File: src/rtl/dpram_stream_reader_pkg.sv
// Shared FSM encoding and sizing constants for the port-B stream reader.
package dpram_stream_reader_pkg;

    typedef enum logic [1:0] {
        ST_IDLE  = 2'd0,
        ST_RUN   = 2'd1,
        ST_DRAIN = 2'd2
    } state_e;

    localparam int FIFO_DEPTH = 4;
    localparam int RD_LAT     = 2;
    localparam int FIFO_CW    = $clog2(FIFO_DEPTH) + 1;

endpackage

File: src/rtl/dpram_stream_reader_if.sv
// RAM port-B bus plus outgoing valid/ready stream.
interface dpram_stream_reader_if #(
    parameter int DEPTH = 256
);
    localparam int ADDR_W = $clog2(DEPTH);

    logic [ADDR_W-1:0] o_PortB_Addr16;
    logic              o_PortB_WE;
    logic [15:0]       o_PortB_Data;
    logic [15:0]       i_PortB_Data;
    logic [15:0]       o_Stream_Data;
    logic              o_Stream_DV;
    logic              i_Stream_Ready;

    modport master (
        output o_PortB_Addr16, o_PortB_WE, o_PortB_Data,
        output o_Stream_Data, o_Stream_DV,
        input  i_PortB_Data, i_Stream_Ready
    );

    modport slave (
        input  o_PortB_Addr16, o_PortB_WE, o_PortB_Data,
        input  o_Stream_Data, o_Stream_DV,
        output i_PortB_Data, i_Stream_Ready
    );

endinterface

File: src/rtl/dpram_stream_reader_stream_fifo.sv
// Width x depth synchronous FIFO; head comes straight from storage flops.
module stream_fifo #(
    parameter int WIDTH = 16,
    parameter int DEPTH = 4,
    localparam int PW = $clog2(DEPTH),
    localparam int CW = PW + 1
) (
    input  logic             clk_i,
    input  logic             rst_i,
    input  logic             push_i,
    input  logic [WIDTH-1:0] data_i,
    input  logic             pop_i,
    output logic [WIDTH-1:0] head_o,
    output logic [CW-1:0]    count_o
);

    logic [WIDTH-1:0] mem_q [DEPTH];
    logic [PW-1:0]    wr_q;
    logic [PW-1:0]    rd_q;
    logic [CW-1:0]    cnt_q;
    logic             do_pop;

    assign do_pop = pop_i && (cnt_q != '0);

    always_ff @(posedge clk_i) begin
        if (rst_i) begin
            for (int i = 0; i < DEPTH; i++) mem_q[i] <= '0;
            wr_q  <= '0;
            rd_q  <= '0;
            cnt_q <= '0;
        end else begin
            if (push_i) begin
                mem_q[wr_q] <= data_i;
                wr_q        <= wr_q + PW'(1);
            end
            if (do_pop) rd_q <= rd_q + PW'(1);
            cnt_q <= cnt_q + CW'(push_i) - CW'(do_pop);
        end
    end

    assign head_o  = mem_q[rd_q];
    assign count_o = cnt_q;

endmodule

File: src/rtl/dpram_stream_reader.sv
// Reads a run of words from RAM port B and streams them out with credit flow control.
module dpram_stream_reader
    import dpram_stream_reader_pkg::*;
#(
    parameter int DEPTH = 256,
    localparam int ADDR_W = $clog2(DEPTH)
) (
    input  logic              i_Bus_Clk,
    input  logic              i_Bus_Rst,
    input  logic              i_Start,
    input  logic [ADDR_W-1:0] i_Start_Addr16,
    input  logic [ADDR_W:0]   i_Length,
    output logic              o_Busy,
    output logic              o_Done,
    dpram_stream_reader_if.master bus
);

    state_e              state_q, state_d;
    logic [ADDR_W-1:0]   addr_q, addr_d;
    logic [ADDR_W:0]     rem_q, rem_d;
    logic [RD_LAT-2:0]   infl_q, infl_d;
    logic                busy_q, busy_d;
    logic                done_q, done_d;
    logic [FIFO_CW-1:0]  fifo_cnt;
    logic [15:0]         fifo_head;
    logic                dv, push, pop, issue, drained;
    logic [3:0]          occ;

    assign dv   = fifo_cnt != '0;
    assign pop  = dv && bus.i_Stream_Ready;
    assign push = infl_q[RD_LAT-2];

    // Words held plus words still in the RAM pipe, net of this cycle's pop.
    assign occ     = 4'(fifo_cnt) + 4'($countones(infl_q)) - 4'(pop);
    assign issue   = (state_q == ST_RUN) && (occ < 4'(FIFO_DEPTH));
    assign drained = (infl_q == '0) && (fifo_cnt == FIFO_CW'(pop));

    always_comb begin
        state_d = state_q;
        addr_d  = addr_q;
        rem_d   = rem_q;
        busy_d  = busy_q;
        done_d  = 1'b0;
        infl_d  = (RD_LAT-1)'({infl_q, issue});
        unique case (state_q)
            ST_IDLE: begin
                if (i_Start) begin
                    busy_d = 1'b1;
                    if (i_Length == '0) begin
                        state_d = ST_DRAIN;
                    end else begin
                        state_d = ST_RUN;
                        addr_d  = i_Start_Addr16;
                        rem_d   = i_Length;
                    end
                end
            end
            ST_RUN: begin
                if (issue) begin
                    addr_d = addr_q + ADDR_W'(1);
                    rem_d  = rem_q - (ADDR_W+1)'(1);
                    if (rem_q == (ADDR_W+1)'(1)) state_d = ST_DRAIN;
                end
            end
            ST_DRAIN: begin
                if (drained) begin
                    state_d = ST_IDLE;
                    busy_d  = 1'b0;
                    done_d  = 1'b1;
                end
            end
            default: state_d = ST_IDLE;
        endcase
    end

    always_ff @(posedge i_Bus_Clk) begin
        if (i_Bus_Rst) begin
            state_q <= ST_IDLE;
            addr_q  <= '0;
            rem_q   <= '0;
            infl_q  <= '0;
            busy_q  <= 1'b0;
            done_q  <= 1'b0;
        end else begin
            state_q <= state_d;
            addr_q  <= addr_d;
            rem_q   <= rem_d;
            infl_q  <= infl_d;
            busy_q  <= busy_d;
            done_q  <= done_d;
        end
    end

    stream_fifo #(
        .WIDTH (16),
        .DEPTH (FIFO_DEPTH)
    ) u_fifo (
        .clk_i   (i_Bus_Clk),
        .rst_i   (i_Bus_Rst),
        .push_i  (push),
        .data_i  (bus.i_PortB_Data),
        .pop_i   (pop),
        .head_o  (fifo_head),
        .count_o (fifo_cnt)
    );

    assign o_Busy             = busy_q;
    assign o_Done             = done_q;
    assign bus.o_PortB_Addr16 = addr_q;
    assign bus.o_PortB_WE     = 1'b0;
    assign bus.o_PortB_Data   = '0;
    assign bus.o_Stream_Data  = fifo_head;
    assign bus.o_Stream_DV    = dv;

endmodule

File: src/flat_wrapper.sv
// flat-port wrapper written by rule: the top's interface ports become plain ports
module dpram_stream_reader_flat import dpram_stream_reader_pkg::*;
#(
    parameter int DEPTH = 256,
    localparam int ADDR_W = $clog2(DEPTH)
)
  (i_Bus_Clk, i_Bus_Rst, i_Start, i_Start_Addr16, i_Length, o_Busy, o_Done, bus_o_PortB_Addr16, bus_o_PortB_WE, bus_o_PortB_Data, bus_o_Stream_Data, bus_o_Stream_DV, bus_i_PortB_Data, bus_i_Stream_Ready);
  dpram_stream_reader_if #(.DEPTH(DEPTH)) bus_i ();
  input  logic i_Bus_Clk;
  input  logic i_Bus_Rst;
  input  logic i_Start;
  input  logic [ADDR_W-1:0] i_Start_Addr16;
  input  logic [ADDR_W:0] i_Length;
  output logic o_Busy;
  output logic o_Done;
  output wire logic [$bits(bus_i.o_PortB_Addr16)-1:0] bus_o_PortB_Addr16;
  output wire logic [$bits(bus_i.o_PortB_WE)-1:0] bus_o_PortB_WE;
  output wire logic [$bits(bus_i.o_PortB_Data)-1:0] bus_o_PortB_Data;
  output wire logic [$bits(bus_i.o_Stream_Data)-1:0] bus_o_Stream_Data;
  output wire logic [$bits(bus_i.o_Stream_DV)-1:0] bus_o_Stream_DV;
  input wire logic [$bits(bus_i.i_PortB_Data)-1:0] bus_i_PortB_Data;
  input wire logic [$bits(bus_i.i_Stream_Ready)-1:0] bus_i_Stream_Ready;
  assign bus_o_PortB_Addr16 = bus_i.o_PortB_Addr16;
  assign bus_o_PortB_WE = bus_i.o_PortB_WE;
  assign bus_o_PortB_Data = bus_i.o_PortB_Data;
  assign bus_o_Stream_Data = bus_i.o_Stream_Data;
  assign bus_o_Stream_DV = bus_i.o_Stream_DV;
  assign bus_i.i_PortB_Data = bus_i_PortB_Data;
  assign bus_i.i_Stream_Ready = bus_i_Stream_Ready;
  dpram_stream_reader #(.DEPTH(DEPTH)) u_core (.i_Bus_Clk(i_Bus_Clk), .i_Bus_Rst(i_Bus_Rst), .i_Start(i_Start), .i_Start_Addr16(i_Start_Addr16), .i_Length(i_Length), .o_Busy(o_Busy), .o_Done(o_Done), .bus(bus_i));
endmodule
File: config.mk
export PLATFORM = sky130hd
export DESIGN_NAME = dpram_stream_reader_flat
export DESIGN_NICKNAME = d
export VERILOG_FILES = /design/src/rtl/dpram_stream_reader_pkg.sv /design/src/rtl/dpram_stream_reader_if.sv /design/src/rtl/dpram_stream_reader_stream_fifo.sv /design/src/rtl/dpram_stream_reader.sv /design/src/flat_wrapper.sv
export SDC_FILE = /design/constraint.sdc
export NUM_CORES = 1
export LEC_CHECK = 0
export CAP_MARGIN = 20
export CORE_ASPECT_RATIO = 1.4
export CORE_MARGIN = 1.5
export CORE_UTILIZATION = 41
export CTS_CLUSTER_SIZE = 12
export DETAILED_ROUTE_END_ITERATION = 7
export PLACE_DENSITY = 0.65
export SKIP_CTS_REPAIR_TIMING = 1
export SYNTH_ARGS = -nofsm -noshare
export SYNTH_HDL_FRONTEND = slang
export SYNTH_SLANG_ARGS = --single-unit
File: constraint.sdc
create_clock -name i_Bus_Clk -period 3.5 [get_ports i_Bus_Clk]
set_input_delay 0.7 -clock i_Bus_Clk [delete_from_list [all_inputs] [get_ports i_Bus_Clk]]
set_output_delay 0.7 -clock i_Bus_Clk [all_outputs]
set_load 0.05 [all_outputs]
==> impl_metrics.yaml, run 1 <==
floorplan:
  die_area_um2: 11400
  design.core.area_um2: 10400
  chipHeight_um: 126
  die_w_um: 90.6
  initial_core_util: 0.424
  rows: 44
  ioPinCount: 81
yosys:
  synthMuxAreaShare: 0.0863
  yosys.area.top_type: "edfxtp_1"
  ys_ff_latch: 95
  synth_fa_ha_area_frac: 0.0273
  yosysWarnings: 0
  yosys_most_used_dff: "edfxtp_1"
  postSynth.asyncResetShare: 0
  synth_cell_type_count: 45
  synth_top_area_share: 0.436
  synth_top_family_by_area: "simple AND/OR/NAND/NOR gates"
  postSynthCellCount: 389
  syn_area_um2: 4410
  yosys.area_share.xor_xnor: 0.0119
  yosysSeqAreaShare: 0.577
  synth-edff-count: 64
  synth_area_leaders: "edfxtp_1 (44%), dfxtp_1 (14%), mux4_2 (8.2%), nor2_1 (5.6%), buf_4 (2.9%)"
  synth-simple-area-share: 0.140
  synth.avg_cell_area_um2: 11.3
  synth-compound-area-share: 0.0852
pwr:
  peakVddDrop_mv: 0.274
  total_leakage_power_nw: 2.06
  pwr_density_cell_nw_per_um2: 698
hold_path:
  hp-start: "u_core.rem_q[3]"
  hold_path.class: "register to register"
timing:
  hold_violations: 0
  min_period_ns: 3.03
  setup_violations: 0
  fin_setup_tns_ns: 0
  period_share: 0.866
  tightest_slew_ns: 0.869
  rsz0062_at_grt: "no"
  finClkSkew_ns: 0.00657
  max_freq_mhz: 330
  relSlewSlack: 0.421
  finalMaxSlewViolations: 0
clock_tree:
  clock_sinks: 95
  numCtsBuffers: 9
  htreeDepth: 3
  cts_tree: "yes"
  root_buffer: "clkbuf_16"
  clockBufferDepth: 2
  insertion_delay_ns: 0.34
  clk_pin_slew_ns: 0.07
grt:
  gr-total-overflow: 0
  grt_use_total: 0.169
  grt_pass1_wl_um: 15000
  grt_max_degree: 27
  grt_pass1_vias: 3069
  antenna_found_initial: 0
run:
  drv_cap: 0
route:
  drt_pass1_iterations: 4
  drtIter0Drc: 132
  drcViolationCount: 0
  wirelength_um: 9260
  vias_per_cell: 5.12
  antenna_left: 0
  wl_per_cell_um: 15.5
  vias: 3049
setup_path:
  critPathLaunchType: "primary input"
  r2r_start: "u_core.u_fifo.count_o[1]"
  cp.arrival_ns: 3.24
  r2r-end: "u_core.rem_q[6]"
  crit_path_end: "u_core.rem_q[6]"
  cp_data_required_time_ns: 3.71
  cp-startpoint: "bus_i_Stream_Ready"
  crit_type: "primary input to register"
  reg2reg_depth: 10
  reg2reg_slack_ns: 0.54
  endpoint_kind: "register"
  crit_fanout: 13
cells_and_area:
  syn_to_final_growth_pct: 23.8
  drive_gt1_frac: 0.103
  nFillCells: 895
  nets: 499
  multi_input_area_um2: 1610
  final_area_um2: 5460
  n_antenna_cell: 0
  fin_util: 0.524
  area.sequential_um2: 2540
placement:
  dpl.hpwl_um: 6180
  gp_congestion: 0.826
  place_area_um2: 5140
  io_buffers: 63
status:
  status: "finished, final reports clean"
==> kinds of logic after synthesis <==
logic type	count (synthesis)
AO/OA/AOI/OAI	58
XOR/XNOR	6
adder cells (fa/ha/maj)	9
buffers and inverters	66
flip-flops	95
multiplexers	18
other	1
AND/OR/NAND/NOR	136
==> registers in the layout (all words and copies together), names as in the netlist, named ones only <==
signal and cells:
u_core.u_fifo.rd_q 2, u_core.state_q 2, u_core.bus.o_PortB_Addr16 8, u_core.o_Done 1, u_core.u_fifo.count_o 3, u_core.u_fifo.mem_q 64
u_core.o_Busy 1, u_core.infl_q 1, u_core.rem_q 9, u_core.u_fifo.wr_q 2
==> final cells by class <==
cell class / instances / area share
flip-flops and latches: 95 / 0.466
multi-input cells: 244 / 0.295
repair buffers: 73 / 0.129
clock buffers: 10 / 0.0420
well taps: 138 / 0.0316
inverters: 30 / 0.0206
clock inverters: 6 / 0.0156
==> synthesized netlist by cell type, types with 2 or more instances <==
master     number
inv_1          30
mux2i_1         2
o41ai_1         2
nand3_1         6
ha_1            8
a21oi_1        17
nor4_1          5
nand2_1        26
o21ai_1         3
o22ai_1         2
o311ai_0        3
and3_1          2
nand2b_1        4
nor3_1         12
nor2_1         66
mux4_2         16
dfxtp_1        31
o31ai_1         2
buf_2           3
xnor2_1         3
edfxtp_1       64
nor2b_1         2
o2111ai_1       3
o21ai_0        12
buf_4          17
nand4_1         4
a21o_1          2
and2_1          2
xor2_1          3
clkbuf_1       15
o211ai_1        8
==> how the worst min path moves through the flow <==
| stage | end | slack, ns | cells after the start |
|---|---|---|---|
| 2_1_floorplan | u_core.rem_q[3] | 0.45 | 2 |
| 6_report | u_core.rem_q[3] | 0.47 | 2 |
| 3_3_place_gp | u_core.rem_q[6] | 0.46 | 2 |
| 3_5_place_dp | u_core.rem_q[3] | 0.47 | 2 |
| 5_1_grt | u_core.rem_q[3] | 0.50 | 2 |
| 4_1_cts | u_core.rem_q[3] | 0.48 | 2 |
==> per-stage QoR <==
stage	total power, mW	setup slack, ns	hold WS [ns]	std cells
after detailed placement	2.81	0.0878	0.467	580
after global routing	3.99	0.175	0.502	596
after floorplan	2.43	0.505	0.446	405
final	3.81	0.470	0.474	596
after CTS	3.84	0.431	0.477	596
after global placement	2.80	0.134	0.456	580
==> where the power goes <==
group | internal [mW] | switching (mW) | leakage (nW)
clock | 0.623 | 0.402 | 0.148
combinational | 0.512 | 0.848 | 0.999
sequential | 1.33 | 0.0934 | 0.916
total | 2.47 | 1.34 | 2.06
==> per-layer routing <==
layer | wire [um] | share of wire | GRT usage
met5 | 0 | 0 | 0
met4 | 128 | 0.014 | 0.0532
met3 | 489 | 0.053 | 0.0459
met2 | 4820 | 0.52 | 0.296
met1 | 3820 | 0.41 | 0.201
==> critical path, cell delays in order <==
cell,delay [ns]
clkdlybuf4s50_1,0.47
and2_1,0.18
ha_1,0.20
inv_1,0.05
ha_1,0.26
a21o_1,0.18
and3_1,0.19
o21ai_2,0.41
a21o_1,0.43
o22ai_1,0.16
==> layout by cell type (no fill, tap or decap), types with 2 or more instances in the layout <==
master	count
a21o_1	2
a21oi_1	17
and2_1	2
and3_1	2
buf_4	10
bufinv_16	2
clkbuf_16	9
clkdlybuf4s50_1	63
clkinv_2	2
clkinvlp_4	2
conb_1	17
dfxtp_1	31
edfxtp_1	64
ha_1	8
inv_1	30
mux2i_1	2
mux4_2	16
nand2_1	26
nand2b_1	4
nand3_1	6
nand4_1	4
nor2_1	66
nor2b_1	2
nor3_1	12
nor4_1	5
o2111ai_1	3
o211ai_1	8
o21ai_0	9
o21ai_1	6
o22ai_1	2
o311ai_0	3
o31ai_1	2
o41ai_1	2
xnor2_1	3
xor2_1	3
Power figures use the tool's default switching activity.
==> run 2: changes to the inputs <==
--- a/config.mk
+++ b/config.mk
@@ -11,6 +11,7 @@
 export CORE_UTILIZATION = 41
 export CTS_CLUSTER_SIZE = 12
 export DETAILED_ROUTE_END_ITERATION = 7
+export HOLD_SLACK_MARGIN = 0.05
 export PLACE_DENSITY = 0.65
 export SKIP_CTS_REPAIR_TIMING = 1
 export SYNTH_ARGS = -nofsm -noshare
==> constraint.sdc (replaced) <==
create_clock -name i_Bus_Clk -period 3.3 [get_ports i_Bus_Clk]
set_input_delay 0.66 -clock i_Bus_Clk [delete_from_list [all_inputs] [get_ports i_Bus_Clk]]
set_output_delay 0.66 -clock i_Bus_Clk [all_outputs]
set_load 0.05 [all_outputs]
==> run 2 against run 1 <==
Hold slack improved by 0.0047 ns. Clock power is 7% lower. Critical endpoint is now bus_o_Stream_Data[1]. Register-to-register slack got worse by 0.12 ns. Global-route usage up 0.28 points. Utilization decreased by 0.25 points. Critical path depth decreased by 7. Via count grew 1.0%. First-iteration DRC count decreased by 13%. Sequential share of layout area is 0.23 points higher. Non-clock buffer count increased by 2. Routed wire length rose by 0.46%. Sequential power increased by 6%.
==> impl_metrics.yaml, run 2 (synthesis gave the netlist of run 1 again) <==
cells_and_area:
  finalNonFillerCells: 598
  nFillCells: 911
  nets: 501
  largest_reg_flops: 64
  syn_to_final_growth_pct: 23.2
  regMostFlops: "u_core.u_fifo.mem_q"
  final_common_cell: "nor2_1"
  n_antenna_cell: 0
  final_cell_mix: "nor2_1 (66), edfxtp_1 (64), clkdlybuf4s50_1 (63)"
  drive_gt1_frac: 0.100
timing:
  tightest_slew_ns: 0.830
  finalMaxSlewViolations: 0
  hold_violations: 0
  period_share: 0.879
  relSlewSlack: 0.447
  rsz0062_at_grt: "no"
  max_freq_mhz: 345
  hold_ws_ns: 0.479
  min_period_ns: 2.90
  setup_violations: 0
  finClkSkew_ns: 0.00380
  fin_setup_tns_ns: 0
floorplan:
  initial_core_util: 0.424
  chipHeight_um: 126
  die_area_um2: 11400
  ioPinCount: 81
  design.core.area_um2: 10400
  rows: 44
  die_w_um: 90.6
grt:
  use_met3: 0.0308
  grtUsageMet2: 0.305
  gr-total-overflow: 0
  grt_pass1_vias: 3087
  grt_use_total: 0.172
  antenna_found_initial: 0
  grt_pass1_wl_um: 15000
  gr-usage-met1: 0.200
  busiest_layer: "met2"
  grt_max_degree: 27
route:
  antenna_left: 0
  wirelength_um: 9300
  vias_per_cell: 5.15
  vias: 3081
  drcViolationCount: 0
  wl_per_cell_um: 15.5
  drtIter0Drc: 115
  drt_pass1_iterations: 4
setup_path:
  critPathLaunchType: "register"
  cp_data_required_time_ns: 2.64
  crit_type: "register to output pin"
  endpoint_kind: "output pin"
  r2r_start: "u_core.u_fifo.count_o[1]"
  crit_fanout: 16
  cp.arrival_ns: 2.24
clock_tree:
  clk_pin_slew_ns: 0.06
  numCtsBuffers: 9
  insertion_delay_ns: 0.33
  clock_sinks: 95
  clockBufferDepth: 2
  cts_tree: "yes"
  htreeDepth: 3
  root_buffer: "clkbuf_16"
placement:
  dpl.hpwl_um: 6310
  io_buffers: 63
  gp_congestion: 0.813
  placed_cells: 582
pwr:
  finalPower_mw: 3.92
  total_leakage_power_nw: 2.06
  pwr_density_cell_nw_per_um2: 722
  peakVddDrop_mv: 0.323
run:
  drv_cap: 0
status:
  status: "finished, final reports clean"
hold_path:
  hold_path.class: "register to register"
  hp-start: "u_core.rem_q[6]"
[run 2: final timing paths]
| kind | end | slack (ns) | cells past startpoint |
|---|---|---|---|
| worst max-delay path | bus_o_Stream_Data[1] | 0.40 | 3 |
| worst min-delay path | u_core.rem_q[6] | 0.48 | 2 |
| worst max register to register | u_core.rem_q[7] | 0.42 | 10 |
| worst min register to register | u_core.rem_q[6] | 0.48 | 2 |
[run 2: critical path, stage by stage (launching register included)]
cell	delay (ns)
dfxtp_1	0.30
buf_4	0.30
mux4_2	0.57
clkdlybuf4s50_1	0.72
[run 2: area by class of cell]
class	count	area [um^2]	area share
tap	138	173	0.0318
inverter	30	113	0.0207
multi-input combinational	244	1610	0.296
clock buffer	15	268	0.0493
sequential	95	2540	0.468
timing repair buffer	75	721	0.133
clock inverter	1	5.00	0.000922
[run 2: per-stage QoR]
| stage | instance area [um^2] | util | setup slack (ns) |
|---|---|---|---|
| final | 5430 | 0.522 | 0.398 |
| after global routing | 5430 | 0.522 | 0.219 |
| after CTS | 5430 | 0.522 | 0.356 |
| after detailed placement | 5160 | 0.496 | 0.0569 |
| after global placement | 5160 | 0.496 | 0.125 |
| after floorplan | 4470 | - | 0.305 |
[run 2: metal layers]
layer | share of wire | wire length (um)
met5 | 0 | 0
met4 | 0.014 | 133
met3 | 0.046 | 425
met2 | 0.53 | 4940
met1 | 0.41 | 3800
[run 2: power breakdown]
group	internal, mW	total, mW	switching, mW	leakage, nW
Sequential	1.41	1.51	0.0976	0.916
Combinational	0.548	1.45	0.902	1.01
Clock	0.552	0.957	0.405	0.134
==> run 3: changes to the inputs <==
--- a/config.mk
+++ b/config.mk
@@ -8,11 +8,11 @@
 export CAP_MARGIN = 20
 export CORE_ASPECT_RATIO = 1.4
 export CORE_MARGIN = 1.5
-export CORE_UTILIZATION = 41
+export CORE_UTILIZATION = 52
 export CTS_CLUSTER_SIZE = 12
 export DETAILED_ROUTE_END_ITERATION = 7
 export HOLD_SLACK_MARGIN = 0.05
-export PLACE_DENSITY = 0.65
+export PLACE_DENSITY = 0.79
 export SKIP_CTS_REPAIR_TIMING = 1
 export SYNTH_ARGS = -nofsm -noshare
 export SYNTH_HDL_FRONTEND = slang
==> run 3 against run 2 <==
Routed wire length unchanged. Sequential power about the same. Critical path depth unchanged.
==> impl_metrics.yaml, run 3 (synthesis gave the netlist of run 1 again) <==
status:
  status: "finished, final reports clean"
timing:
  max_freq_mhz: 344
  relSlewSlack: 0.459
  tightest_slew_ns: 0.809
  finClkSkew_ns: 0.00522
  min_period_ns: 2.90
  setup_violations: 0
  finalMaxSlewViolations: 0
  hold_violations: 0
  rsz0062_at_grt: "no"
  period_share: 0.880
  fin_setup_tns_ns: 0
floorplan:
  die_w_um: 80.8
  design.core.area_um2: 8200
  chipHeight_um: 112
  initial_core_util: 0.538
  rows: 39
  ioPinCount: 81
  die_area_um2: 9040
hold_path:
  hold_path.class: "register to register"
cells_and_area:
  final_common_cell: "nor2_1"
  regMostFlops: "u_core.u_fifo.mem_q"
  drive_gt1_frac: 0.105
  finalNonFillerCells: 561
  multi_input_area_um2: 1610
  syn_to_final_growth_pct: 22.4
  final_cell_mix: "nor2_1 (66), edfxtp_1 (64), clkdlybuf4s50_1 (63)"
  area.sequential_um2: 2540
  nFillCells: 636
  n_antenna_cell: 0
  largest_reg_flops: 64
  final_area_um2: 5400
  nets: 500
placement:
  io_buffers: 63
  placed_cells: 545
  gp_congestion: 0.853
  dpl.hpwl_um: 6360
  place_area_um2: 5100
route:
  drtIter0Drc: 241
  drcViolationCount: 0
  wirelength_um: 9300
  wl_per_cell_um: 16.6
  vias: 3126
  drt_pass1_iterations: 5
  antenna_left: 0
  vias_per_cell: 5.57
pwr:
  pwr_density_cell_nw_per_um2: 736
  sequentialPowerShare: 0.381
  total_leakage_power_nw: 2.06
  peakVddDrop_mv: 0.388
  p_int_mw: 2.55
  swShare: 0.359
  p_switching_mw: 1.42
  combPwrFrac: 0.364
  clockPowerShare: 0.254
clock_tree:
  root_buffer: "clkbuf_16"
  clock_sinks: 95
  htreeDepth: 3
  insertion_delay_ns: 0.34
  clockBufferDepth: 2
  clk_pin_slew_ns: 0.06
  cts_tree: "yes"
  numCtsBuffers: 9
run:
  drv_cap: 0
grt:
  use_met3: 0.0557
  busiest_layer: "met2"
  gr-total-overflow: 0
  grt_pass1_vias: 3270
  grt_max_degree: 27
  antenna_found_initial: 0
  grt_use_total: 0.225
  grtUsageMet2: 0.408
  gr-usage-met1: 0.236
  grt_pass1_wl_um: 15100
setup_path:
  endpoint_kind: "output pin"
  cp.arrival_ns: 2.24
  cp_data_required_time_ns: 2.64
  crit_fanout: 16
  slowest_stage: "clkdlybuf4s50_1"
  critPathLaunchType: "register"
  cpPeakStageDelay_ns: 0.72
  path_cells: "buf_4, mux4_2, clkdlybuf4s50_1"
  crit_type: "register to output pin"
==> run 3: cell types whose count changed in the layout (fill, tap and decap cells not counted) <==
cell and delta:
buf_4 -1, clkinv_2 +2, clkinv_4 +1, bufinv_16 +1, clkinvlp_4 +1, clkbuf_8 -2
clkbuf_1 -3
==> run 3: power by group through the flow <==
stage / clock [mW] / combinational, mW / sequential, mW
6_report: 1.01 / 1.45 / 1.51
3_5_place_dp: 0 / 1.45 / 1.54
5_1_grt: 1.08 / 1.55 / 1.53
2_1_floorplan: 0 / 1.00 / 1.57
3_3_place_gp: 0 / 1.43 / 1.53
4_1_cts: 1.03 / 1.46 / 1.51
==> run 3: critical path, delay by kind of cell (launching register included) <==
family / cells / cell delay, ns
DFF: 1 / 0.31
buffers and inverters: 2 / 1.03
muxes: 1 / 0.56
==> run 3: metal layers <==
| layer | vias to the layer above | routed length (um) |
|---|---|---|
| met2 | 127 | 5080 |
| met4 | 0 | 263 |
| met5 | - | 0 |
| li1 | 1488 | - |
| met1 | 1486 | 3370 |
| met3 | 25 | 584 |
==> run 3: path summary, 6_finish.rpt <==
kind,from,to,slack (ns),cells past startpoint
worst max-delay path,register,bus_o_Stream_Data[2],0.40,3
worst min-delay path,u_core.rem_q[6],u_core.rem_q[6],0.47,2
worst max register to register,u_core.u_fifo.count_o[1],u_core.rem_q[8],0.47,11
worst min register to register,u_core.rem_q[6],u_core.rem_q[6],0.47,2
==> run 3: stage by stage <==
| stage | setup slack (ns) | power [mW] | hold slack, ns | util |
|---|---|---|---|---|
| 3_3_place_gp | 0.174 | 2.96 | 0.456 | 0.623 |
| 3_5_place_dp | 0.105 | 2.98 | 0.468 | 0.623 |
| 6_report | 0.397 | 3.97 | 0.473 | 0.658 |
| 4_1_cts | 0.351 | 4.00 | 0.481 | 0.658 |
| 5_1_grt | 0.197 | 4.17 | 0.502 | 0.658 |
| 2_1_floorplan | 0.305 | 2.57 | 0.446 | - |
==> run 3: area by class of cell <==
class,count,area share
Sequential cell,95,0.471
Multi-Input combinational cell,244,0.298
Timing Repair Buffer,74,0.132
Clock buffer,10,0.0424
Tap cell,102,0.0237
Inverter,30,0.0209
Clock inverter,6,0.0114
